### config.mk
export PLATFORM = sky130hd
export DESIGN_NAME = muldiv_unit
export DESIGN_NICKNAME = d
export VERILOG_FILES = /design/src/rtl/muldiv_unit.sv
export SDC_FILE = /design/constraint.sdc
export NUM_CORES = 1
export LEC_CHECK = 0
export BUFFER_PORTS_ARGS = -buffer_cell sky130_fd_sc_hd__buf_2
export CAP_MARGIN = 20
export CORE_MARGIN = 3
export CORE_UTILIZATION = 30
export DETAILED_ROUTE_END_ITERATION = 16
export PLACE_DENSITY_LB_ADDON = 0.3
export RECOVER_POWER = 100
export SKIP_LAST_GASP = 1
export SLEW_MARGIN = 15
export SYNTH_ARGS = -nofsm -noshare
export SYNTH_HDL_FRONTEND = slang
export SYNTH_SLANG_ARGS = --single-unit
### constraint.sdc
create_clock -name clk -period 3.4 [get_ports clk]
set_input_delay 0.34 -clock clk [delete_from_list [all_inputs] [get_ports clk]]
set_output_delay 0.34 -clock clk [all_outputs]
set_load 0.03 [all_outputs]
### src/rtl/muldiv_unit.sv
// Iterative 32x32 multiply / 32/32 divide unit holding the HI/LO registers.
// Shift-add multiply and restoring divide run on operand magnitudes; signs are fixed in the last cycle.
module muldiv_unit (
    input  logic        clk,
    input  logic        clr,
    input  logic        start,
    input  logic [1:0]  op,
    input  logic [31:0] a,
    input  logic [31:0] b,
    input  logic        mthi,
    input  logic        mtlo,
    input  logic [31:0] wdata,
    output logic        busy,
    output logic        done,
    output logic [31:0] hi,
    output logic [31:0] lo
);
    // state | meaning
    // IDLE  | waiting for start, serves MTHI/MTLO
    // CALC  | 32 iterations of shift-add or restoring divide
    // FIX   | sign correction / div-by-zero handling, write HI/LO
    typedef enum logic [1:0] {IDLE, CALC, FIX} state_t;

    state_t      state;
    logic [4:0]  cnt;
    logic [1:0]  op_q;
    logic [31:0] mb;
    logic [31:0] raw_a;
    logic        sa, sb, dz;
    logic [63:0] p;

    logic        is_div, is_sgn;
    logic [32:0] mul_sum;
    logic [32:0] rem_sh;
    logic        rem_ge;
    logic [63:0] p_next;
    logic [63:0] prod_fix;
    logic [31:0] quo_fix, rem_fix;

    assign busy   = (state != IDLE);
    assign is_div = op_q[1];
    assign is_sgn = op_q[0];

    // p holds {acc, multiplier} for multiply and {remainder, dividend/quotient} for divide
    always_comb begin
        mul_sum = {1'b0, p[63:32]} + (p[0] ? {1'b0, mb} : 33'd0);
        rem_sh  = {p[63:32], p[31]};
        rem_ge  = (rem_sh >= {1'b0, mb});
        p_next  = p;
        if (is_div) begin
            if (rem_ge) p_next = {rem_sh[31:0] - mb, p[30:0], 1'b1};
            else        p_next = {rem_sh[31:0], p[30:0], 1'b0};
        end else begin
            p_next = {mul_sum, p[31:1]};
        end
    end

    always_comb begin
        prod_fix = (is_sgn && (sa ^ sb)) ? (~p + 64'd1) : p;
        quo_fix  = (is_sgn && (sa ^ sb)) ? (~p[31:0] + 32'd1) : p[31:0];
        rem_fix  = (is_sgn && sa) ? (~p[63:32] + 32'd1) : p[63:32];
    end

    always_ff @(posedge clk) begin
        if (clr) begin
            state <= IDLE;
            cnt   <= 5'd0;
            op_q  <= 2'b00;
            mb    <= 32'd0;
            raw_a <= 32'd0;
            sa    <= 1'b0;
            sb    <= 1'b0;
            dz    <= 1'b0;
            p     <= 64'd0;
            done  <= 1'b0;
            hi    <= 32'd0;
            lo    <= 32'd0;
        end else begin
            done <= 1'b0;
            case (state)
                IDLE, FIX: begin
                    if (state == FIX) begin
                        done <= 1'b1;
                        if (is_div && dz) begin
                            hi <= raw_a;
                            lo <= 32'hFFFF_FFFF;
                        end else if (is_div) begin
                            hi <= rem_fix;
                            lo <= quo_fix;
                        end else begin
                            hi <= prod_fix[63:32];
                            lo <= prod_fix[31:0];
                        end
                    end
                    // FIX returns to IDLE on this edge, so a start here is accepted back-to-back
                    if (start) begin
                        op_q  <= op;
                        sa    <= op[0] & a[31];
                        sb    <= op[0] & b[31];
                        p     <= {32'd0, (op[0] && a[31]) ? (~a + 32'd1) : a};
                        mb    <= (op[0] && b[31]) ? (~b + 32'd1) : b;
                        raw_a <= a;
                        dz    <= op[1] && (b == 32'd0);
                        cnt   <= 5'd0;
                        state <= CALC;
                    end else begin
                        state <= IDLE;
                        if (state == IDLE) begin
                            if (mthi) hi <= wdata;
                            if (mtlo) lo <= wdata;
                        end
                    end
                end
                CALC: begin
                    p   <= p_next;
                    cnt <= cnt + 5'd1;
                    if (cnt == 5'd31) state <= FIX;
                end
                default: state <= IDLE;
            endcase
        end
    end
endmodule

# After elaboration in Yosys (flattened, before gate mapping)
# Index checks and enable logic that the tools add are counted.
# Widths: inputs -> output; s select.
# totals
reg_bits,205
latchBits,0
ramBits,0
rom_bits,0
input_bits,103
out_inout_bits,66
wordCells,77
n_memories,0
# classes
add_sub_neg,8
multipliers,0
n_div,0
order_cmp,1
n_eq_ne,5
shift,0
mux,28
bitwise,9
reduce_logical,14
# ops
operator,count
$mux 32,17
$mux 64,4
$add 32x1->32 const B,4
$not 32->32,4
$pmux 64 s2,1
$add 64x1->64 const B,1
$not 64->64,1
$add 32x32->33,1
$ge 33x32->1,1
$logic_not 32->1,1
$sub 32x32->32,1
$pmux 5 s2,1
$logic_and 1x1->1,6
$add 5x1->5 const B,1
$eq 5x5->1 const B,1
$mux 5,1
$ne 2x2->1 const B,2
$pmux 2 s2,1
$reduce_and 2->1,2
$reduce_bool 2->1,2
$reduce_or 2->1,2
$and 1x1->1,2
$eq 2x1->1 const B,1
$eq 2x2->1 const B,1
other kinds (5),6

# Depth between registers and ports, before layout
# Gate-level depths: netlist (run 1).
# depth
depth_word,9
mapped_depth,15
ltp_nobuf,13

# Worst setup path after synthesis (run 1)
# Ideal clock, no wire load.
# synth_timing
path_type,register to register
from,reg p[0]
to,reg p[47]
t_arrival_ps,2955
slack_ps,323
stages_incl_launch_ff,15
period_less_slack_ps,3077
path_cell_list,dfxtp_1 clkbuf_1 inv_1 clkbuf_1 nor2_1 ha_1 a21oi_1 o221ai_1 and2_1 a211o_1 a31oi_1 o21bai_1 xor2_1 and3_1 a221o_1
# synth_between
elab_chain_len,4
# synth_rtl
item,line,rtl
from (decl),30,logic [63:0] p;
from (signal assigned),100,"p <= {32'd0, (op[0] && a[31]) ? (~a + 32'd1) : a};"
from (signal assigned),115,p <= p_next;
$mux 32,46,"mul_sum = {1'b0, p[63:32]} + (p[0] ? {1'b0, mb} : 33'd0);"
$add 32x32->33,46,
$mux 64,50,if (is_div) begin
$pmux 64 s2,80,case (state)
# Every way passes these cells.
# A chain may end at the register's enable or synchronous reset.

# Final worst setup path (run 1)
# layout_timing
from,reg p[6]
to,reg hi[25]
# layout_between
elab_chain_len,9
# layout_rtl
item,line,rtl
$not 64->64 *,59,prod_fix = (is_sgn && (sa ^ sb)) ? (~p + 64'd1) : p;
$add 64x1->64 *,59,
$mux 64 *,59,
$mux 32 *,87,end else if (is_div) begin
$mux 32 *,84,if (is_div && dz) begin
$mux 32 *,82,if (state == FIX) begin
$mux 32,109,if (mthi) hi <= wdata;
$mux 32,108,if (state == IDLE) begin
$mux 32 *,96,if (start) begin
to (signal assigned),85,hi <= raw_a;
to (signal assigned),88,hi <= rem_fix;
to (signal assigned),109,
to (decl),15,"output logic [31:0] hi,"
# Every way passes the cells marked *; elsewhere a longest branch is shown, timed or not.

==> flow_metrics.py, run 1 <==
metrics = {
    "clock_network": {
        "tritoncts": "done",
        "cts_buffers": 25,
        "clock_latency_ps": 570,
        "clock-root-buffer": "clkbuf_16",
        "cts.path.max_buffers": 3,
        "cts_htree_levels": 1,
        "clk_pin_slew_worst_paths_ps": 60,
        "cts_sinks": 205,
    },
    "place": {
        "dp_hpwl_um": 51400,
        "io_buffer_count": 168,
        "dp_cells": 2890,
        "gp_congestion": 1.03,
        "post_dp_cell_area_sq_um": 17500,
        "dp_slack_ps": 65.4,
    },
    "global_route": {
        "grt_pass1_wl_um": 97900,
        "met1_usage": 0.339,
        "met3_usage": 0.0378,
        "grt_overflow": 0,
        "use_met2": 0.351,
        "grt_usage": 0.233,
        "grt_max_degree": 165,
        "grt.busiest_layer": "met2",
        "antenna_found_initial": 2,
        "grt_pass1_vias": 15800,
    },
    "power": {
        "pwr-share-clk": 0.381,
        "p_comb_frac": 0.271,
        "leakage_nw": 7.14,
        "irDropWorstVdd_v": 0.000386,
        "p_seq_frac": 0.349,
        "switching_power_mw": 2.69,
        "power_density_nw_per_um2": 425,
        "intPower_mw": 5.09,
        "swShare": 0.346,
    },
    "critical_path": {
        "ff2ff_path_depth": 10,
        "crit_arrival_ps": 3790,
        "crit_fanout": 7,
        "rrSetupSlack_ps": 90,
        "cp-end-kind": "flip-flop",
        "cpPeakStageDelay_ps": 580,
        "start_kind": "flip-flop",
        "crit_slowest_cell": "or4_4",
        "r2r-end": "hi[25]",
        "crit_type": "flip-flop to flip-flop",
        "worst_ep_required_time_ps": 3880,
        "crit_path_cell_trace": "or4_4 > nor3_1 > nand4_2 > buf_4 > nor2_4 > nor2_2 > o41ai_2 > xnor2_1 > a211o_1 > a211oi_2",
        "rr_startpoint": "p[6]",
    },
    "detailed_routing": {
        "ant_nets": 0,
        "wl_um": 66100,
        "vias": 17200,
        "drtPass1Iterations": 8,
        "drc": 0,
        "drt-initial-drc-count": 2003,
        "wire_per_inst_um": 22.5,
        "vias_per_cell": 5.86,
    },
    "timing": {
        "tns_ps": 0,
        "hold_violations": 0,
        "worst_pin_slew_ps": 1810,
        "max-slew-margin-rel": -0.207,
        "fin_crit_sh": 0.973,
        "drv_slew": 78,
        "fin_crit_ps": 3310,
        "clock_skew_ps": 11.3,
        "fin_ws_ps": 91.5,
        "finalSetupViolCount": 0,
        "grt_setup_unrepaired": "true",
        "holdWs_ps": 32.5,
        "max_clock_freq_mhz": 302,
    },
    "floorplan": {
        "initial_core_util": 0.306,
        "die_area_sq_um": 54200,
        "rows": 82,
        "die_w_um": 233,
        "die_y_um": 233,
        "core_area_sq_um": 50500,
        "num_io_pins": 169,
    },
    "synthesis": {
        "syn-cell-area_sq_um": 15400,
        "ys_top_cells_by_count": "nor2_1 (269), dfxtp_1 (205), a21oi_1 (197), nand2_1 (186), clkbuf_1 (124)",
        "avgSynthCellArea_sq_um": 7.43,
        "yosysWarnings": 0,
        "yosys_most_used_dff": "dfxtp_1",
        "synth_area_leaders": "dfxtp_1 (27%), nor2_1 (6.5%), a21oi_1 (6.4%)",
        "yosys.area.top_type_share": 0.266,
        "synth_top_area_cell": "dfxtp_1",
        "synth_edf_count": 0,
        "synth.most_common_cell": "nor2_1",
        "synth-async-reset-ratio": 0,
        "synth_seq_cells": 205,
        "ys_types": 82,
        "synthCells": 2075,
        "synth_seq_area_share": 0.266,
        "synthesis.nets": 2250,
    },
    "layout": {
        "num_antenna_cells": 0,
        "multiInputGateArea_sq_um": 10500,
        "drive_above_1_share": 0.137,
        "register_area_sq_um": 4110,
        "final_area_sq_um": 18300,
        "fin_cells": 2936,
        "fillers": 5390,
        "area_delta_synth_final_pct": 18.7,
        "final_nets": 2422,
    },
    "worst_hold_path": {
        "hold_class": "input port to flip-flop",
        "min_path_cells": 3,
        "hold_path_end": "hi[24]",
        "hp-start": "wdata[24]",
    },
    "job": {
        "drv_cap": 1,
    },
    "outcome": {
        "violations": "capacitance limit, slew limit",
        "outcome": "complete, but fails checks",
    },
}
## layer usage
metal,vias up,routed length (um),share of wire
met5,-,13,0.00020
met4,2,2060,0.031
li1,7895,-,-
met1,8251,28900,0.44
met3,132,6680,0.10
met2,934,28400,0.43
## cell families after synthesis
| group | share of synthesized area |
|---|---|
| xor+xnor | 0.0903 |
| fa+ha+maj | 0.0594 |
| flops | 0.266 |
| buf+inv | 0.0572 |
| mux | 0.0332 |
| simple gates | 0.212 |
| compound gates | 0.282 |
## power groups by stage
stage / sequential (mW) / combinational (mW) / clock (mW)
2_1_floorplan: 2.81 / 1.23 / 0
3_3_place_gp: 2.76 / 2.06 / 0
3_5_place_dp: 2.76 / 2.07 / 0
4_1_cts: 2.71 / 2.08 / 2.99
5_1_grt: 2.73 / 2.27 / 3.08
6_report: 2.71 / 2.11 / 2.96
## critical path, delay by kind of cell, from the launching register on
| kind | cells | cell delay [ps] |
|---|---|---|
| AO/OA/AOI/OAI | 3 | 930 |
| XOR/XNOR | 1 | 140 |
| AND/OR/NAND/NOR | 5 | 1570 |
| buffers and inverters | 1 | 210 |
| flip-flops | 1 | 380 |
## sequential cells by signal, indices dropped and copies added, names as in the netlist
signal,flops
state,2
raw_a,32
sa,1
cnt,5
op_q,2
p,64
dz,1
mb,32
sb,1
lo,32
hi,32
done,1
## placed cells by master, fill, tap and decap left out, drive strengths merged, types with 9 or more instances in the layout
cell type    n
nor2       271
buf        207
dfxtp      205
a21oi      197
nand2      186
o21ai      112
clkbuf     110
xnor2       93
a211oi      89
inv         84
ha          70
xor2        66
nor3        65
mux2i       41
a31oi       33
a2111oi     32
nand3       29
or3         26
o31ai       24
a21o        21
nor4        20
o211ai      19
a22oi       19
and2        17
and3        16
o21bai      15
nand4       15
o22ai       12
a311oi      11
a221oi      10
nand2b      10
nor2b       10
or4         10
mux2         9
o41ai        9
## through the flow
stage	total power, mW	util
final	7.78	0.363
after global routing	8.08	0.363
after floorplan	4.04	-
after detailed placement	4.83	0.347
after CTS	7.78	0.365
after global placement	4.81	0.347
## worst max-delay path by stage
stage | from | endpoint | slack (ps)
2_1_floorplan | p[0] | p[47] | 320
3_3_place_gp | p[34] | p[48] | 10
3_5_place_dp | p[34] | p[48] | 70
4_1_cts | p[34] | p[48] | 40
5_1_grt | p[6] | hi[4] | -110
6_report | p[6] | hi[25] | 90
## cell type report
| cell class | count | area share |
|---|---|---|
| well taps | 672 | 0.0459 |
| inverters | 83 | 0.0170 |
| clock buffers | 32 | 0.0389 |
| repair buffers | 286 | 0.0908 |
| flip-flops and latches | 205 | 0.224 |
| multi-input cells | 1646 | 0.573 |
| clock inverters | 12 | 0.00984 |
## repair_timing
| action | 4_1_cts | 5_1_grt |
|---|---|---|
| hold endpoints to repair | 1 | 0 |
| hold buffers | 1 | 0 |
| setup buffers | 0 | 1 |
| setup endpoints to repair | 0 | 27 |
| gates resized for setup | 0 | 14 |
Note: power is estimated with default switching activity, not from simulation.
==> inputs of run 2 (changes only) <==
--- a/config.mk
+++ b/config.mk
@@ -12,6 +12,7 @@
 export DETAILED_ROUTE_END_ITERATION = 16
 export PLACE_DENSITY_LB_ADDON = 0.3
 export RECOVER_POWER = 100
+export REMOVE_ABC_BUFFERS = 1
 export SKIP_LAST_GASP = 1
 export SLEW_MARGIN = 15
 export SYNTH_ARGS = -nofsm -noshare
==> constraint.sdc (replaced) <==
create_clock -name clk -period 3.89 [get_ports clk]
set_input_delay 0.389 -clock clk [delete_from_list [all_inputs] [get_ports clk]]
set_output_delay 0.389 -clock clk [all_outputs]
set_load 0.03 [all_outputs]
==> run 2 against run 1 <==
Net effect:
- the flow still finishes with violations (capacitance limit, slew limit)
- largest cell class unchanged
- first-iteration DRC count is 20% lower
- sequential cell count stayed put
- largest power group unchanged
- global-route usage shrank 2.0 points
- critical path depth shrank 1
- combinational power decreased by 21%
- critical endpoint unchanged
==> flow_metrics.py, run 2 (same netlist as run 1, synthesis figures left out) <==
metrics = {
    "outcome": {
        "violations": "capacitance limit, slew limit",
        "outcome": "complete, but fails checks",
    },
    "timing": {
        "max-slew-margin-rel": -0.712,
        "max_clock_freq_mhz": 266,
        "drv_slew": 142,
        "fin_crit_sh": 0.966,
        "grt_setup_unrepaired": "false",
        "worst_pin_slew_ps": 2570,
        "finalSetupViolCount": 0,
        "clock_skew_ps": 28.6,
        "hold_violations": 0,
        "fin_crit_ps": 3760,
    },
    "place": {
        "io_buffer_count": 168,
        "gp_congestion": 0.915,
        "post_dp_cell_area_sq_um": 17100,
        "dp_hpwl_um": 45400,
    },
    "power": {
        "irDropWorstVdd_v": 0.000305,
        "power_density_nw_per_um2": 377,
        "leakage_nw": 6.89,
    },
    "clock_network": {
        "tritoncts": "done",
        "cts_sinks": 205,
        "hold_buffers": 0,
        "cts.path.max_buffers": 3,
        "cts_htree_levels": 1,
        "clk_pin_slew_worst_paths_ps": 60,
        "cts_buffers": 27,
        "clock_latency_ps": 580,
        "clock-root-buffer": "clkbuf_16",
    },
    "floorplan": {
        "die_y_um": 233,
        "num_io_pins": 169,
        "core_area_sq_um": 50500,
        "initial_core_util": 0.306,
        "die_area_sq_um": 54200,
        "die_w_um": 233,
        "rows": 82,
    },
    "global_route": {
        "grt_max_degree": 66,
        "grt_pass1_wl_um": 91400,
        "grt_pass1_vias": 15400,
        "grt_overflow": 0,
        "antenna_found_initial": 0,
        "grt_usage": 0.213,
    },
    "worst_hold_path": {
        "min_path_cells": 3,
        "hp-start": "wdata[24]",
        "hold_class": "input port to flip-flop",
        "hold_path_end": "hi[24]",
    },
    "layout": {
        "final_common_cell": "nor2_1",
        "area_delta_synth_final_pct": 15.9,
        "utilization": 0.354,
        "largest_reg_flops": 64,
        "final_cell_mix": "nor2_1 (270), dfxtp_1 (204), a21oi_1 (197)",
        "regMostFlops": "p",
        "num_antenna_cells": 0,
        "drive_above_1_share": 0.110,
        "final_area_sq_um": 17900,
        "final_nets": 2374,
        "fillers": 5457,
    },
    "critical_path": {
        "r2r-end": "hi[25]",
        "worst_ep_required_time_ps": 4390,
        "cp-end-kind": "flip-flop",
        "rr_startpoint": "p[6]",
        "critPathTopFamily": "simple AND/OR/NAND/NOR gates",
        "cp_num_buf_inv": 0,
        "crit_type": "flip-flop to flip-flop",
        "cpPeakStageDelay_ps": 610,
        "crit_arrival_ps": 4260,
        "rrSetupSlack_ps": 130,
        "crit_path_cell_trace": "or4_1 > nor3_1 > nand4_1 > nor2_1 > nor2_2 > o41ai_2 > xnor2_1 > a211o_1 > a211oi_2",
        "start_kind": "flip-flop",
        "crit_slowest_cell": "or4_1",
        "crit_fanout": 7,
        "ff2ff_path_depth": 9,
    },
    "detailed_routing": {
        "vias": 16100,
        "drt-initial-drc-count": 1593,
        "vias_per_cell": 5.58,
        "drc": 0,
        "wire_per_inst_um": 20.7,
        "ant_nets": 0,
        "wl_um": 59900,
        "drtPass1Iterations": 6,
    },
    "job": {
        "drv_cap": 3,
    },
}
-- run 2: layer usage --
layer  GRT usage  share of wire  vias to the layer above
met5           0              0                        -
met4      0.0577          0.029                        0
met3      0.0235          0.055                       97
met2       0.352           0.46                      546
met1       0.294           0.46                     7671
li1            -              -                     7817
-- run 2: worst max-delay path by stage --
stage	startpoint	to	slack, ps	depth (start not counted)
6_report	p[6]	hi[25]	130	9
3_3_place_gp	mb[9]	p[60]	230	11
2_1_floorplan	state[0]	p[63]	-1160	5
4_1_cts	p[48]	p[60]	180	9
3_5_place_dp	p[48]	p[60]	200	9
5_1_grt	p[6]	hi[25]	30	9
-- run 2: power breakdown --
part | internal, mW | leakage, nW | switching, mW
Combinational | 0.597 | 4.74 | 1.07
Clock | 1.66 | 0.468 | 1.04
Sequential | 2.24 | 1.68 | 0.137
-- run 2: repair_timing --
action / in CTS / in global routing
endpoints found under the setup margin: 0 / 1
endpoints found under the hold margin: 0 / 0
gates resized for setup: 0 / 1
setup buffers: 0 / 0
-- run 2: area by class of cell --
| class | count | area (sq um) | share of cell area |
|---|---|---|---|
| multi-input combinational | 1646 | 10400 | 0.582 |
| sequential | 205 | 4110 | 0.230 |
| timing repair buffer | 236 | 1260 | 0.0703 |
| tap | 672 | 841 | 0.0470 |
| clock buffer | 38 | 777 | 0.0435 |
| inverter | 83 | 312 | 0.0174 |
| clock inverter | 11 | 173 | 0.00966 |
-- run 2: worst reg2reg max path, delay by kind of cell (launching register included) --
kind,cells,cell delay [ps]
AND/OR/NAND/NOR,5,2220
AO/OA/AOI/OAI,3,890
flip-flops,1,390
XOR/XNOR,1,180
-- run 2: metrics by stage --
step	setup slack (ps)	cells	setup TNS, ps	total power, mW	hold WS [ps]
after CTS	182	2891	0	6.81	39.5
after global routing	33.6	2891	0	7.06	65.1
after detailed placement	195	2842	0	4.08	447
after global placement	232	2842	0	4.07	439
after floorplan	-1160	1934	-60960	3.48	426
final	133	2891	0	6.74	70.5
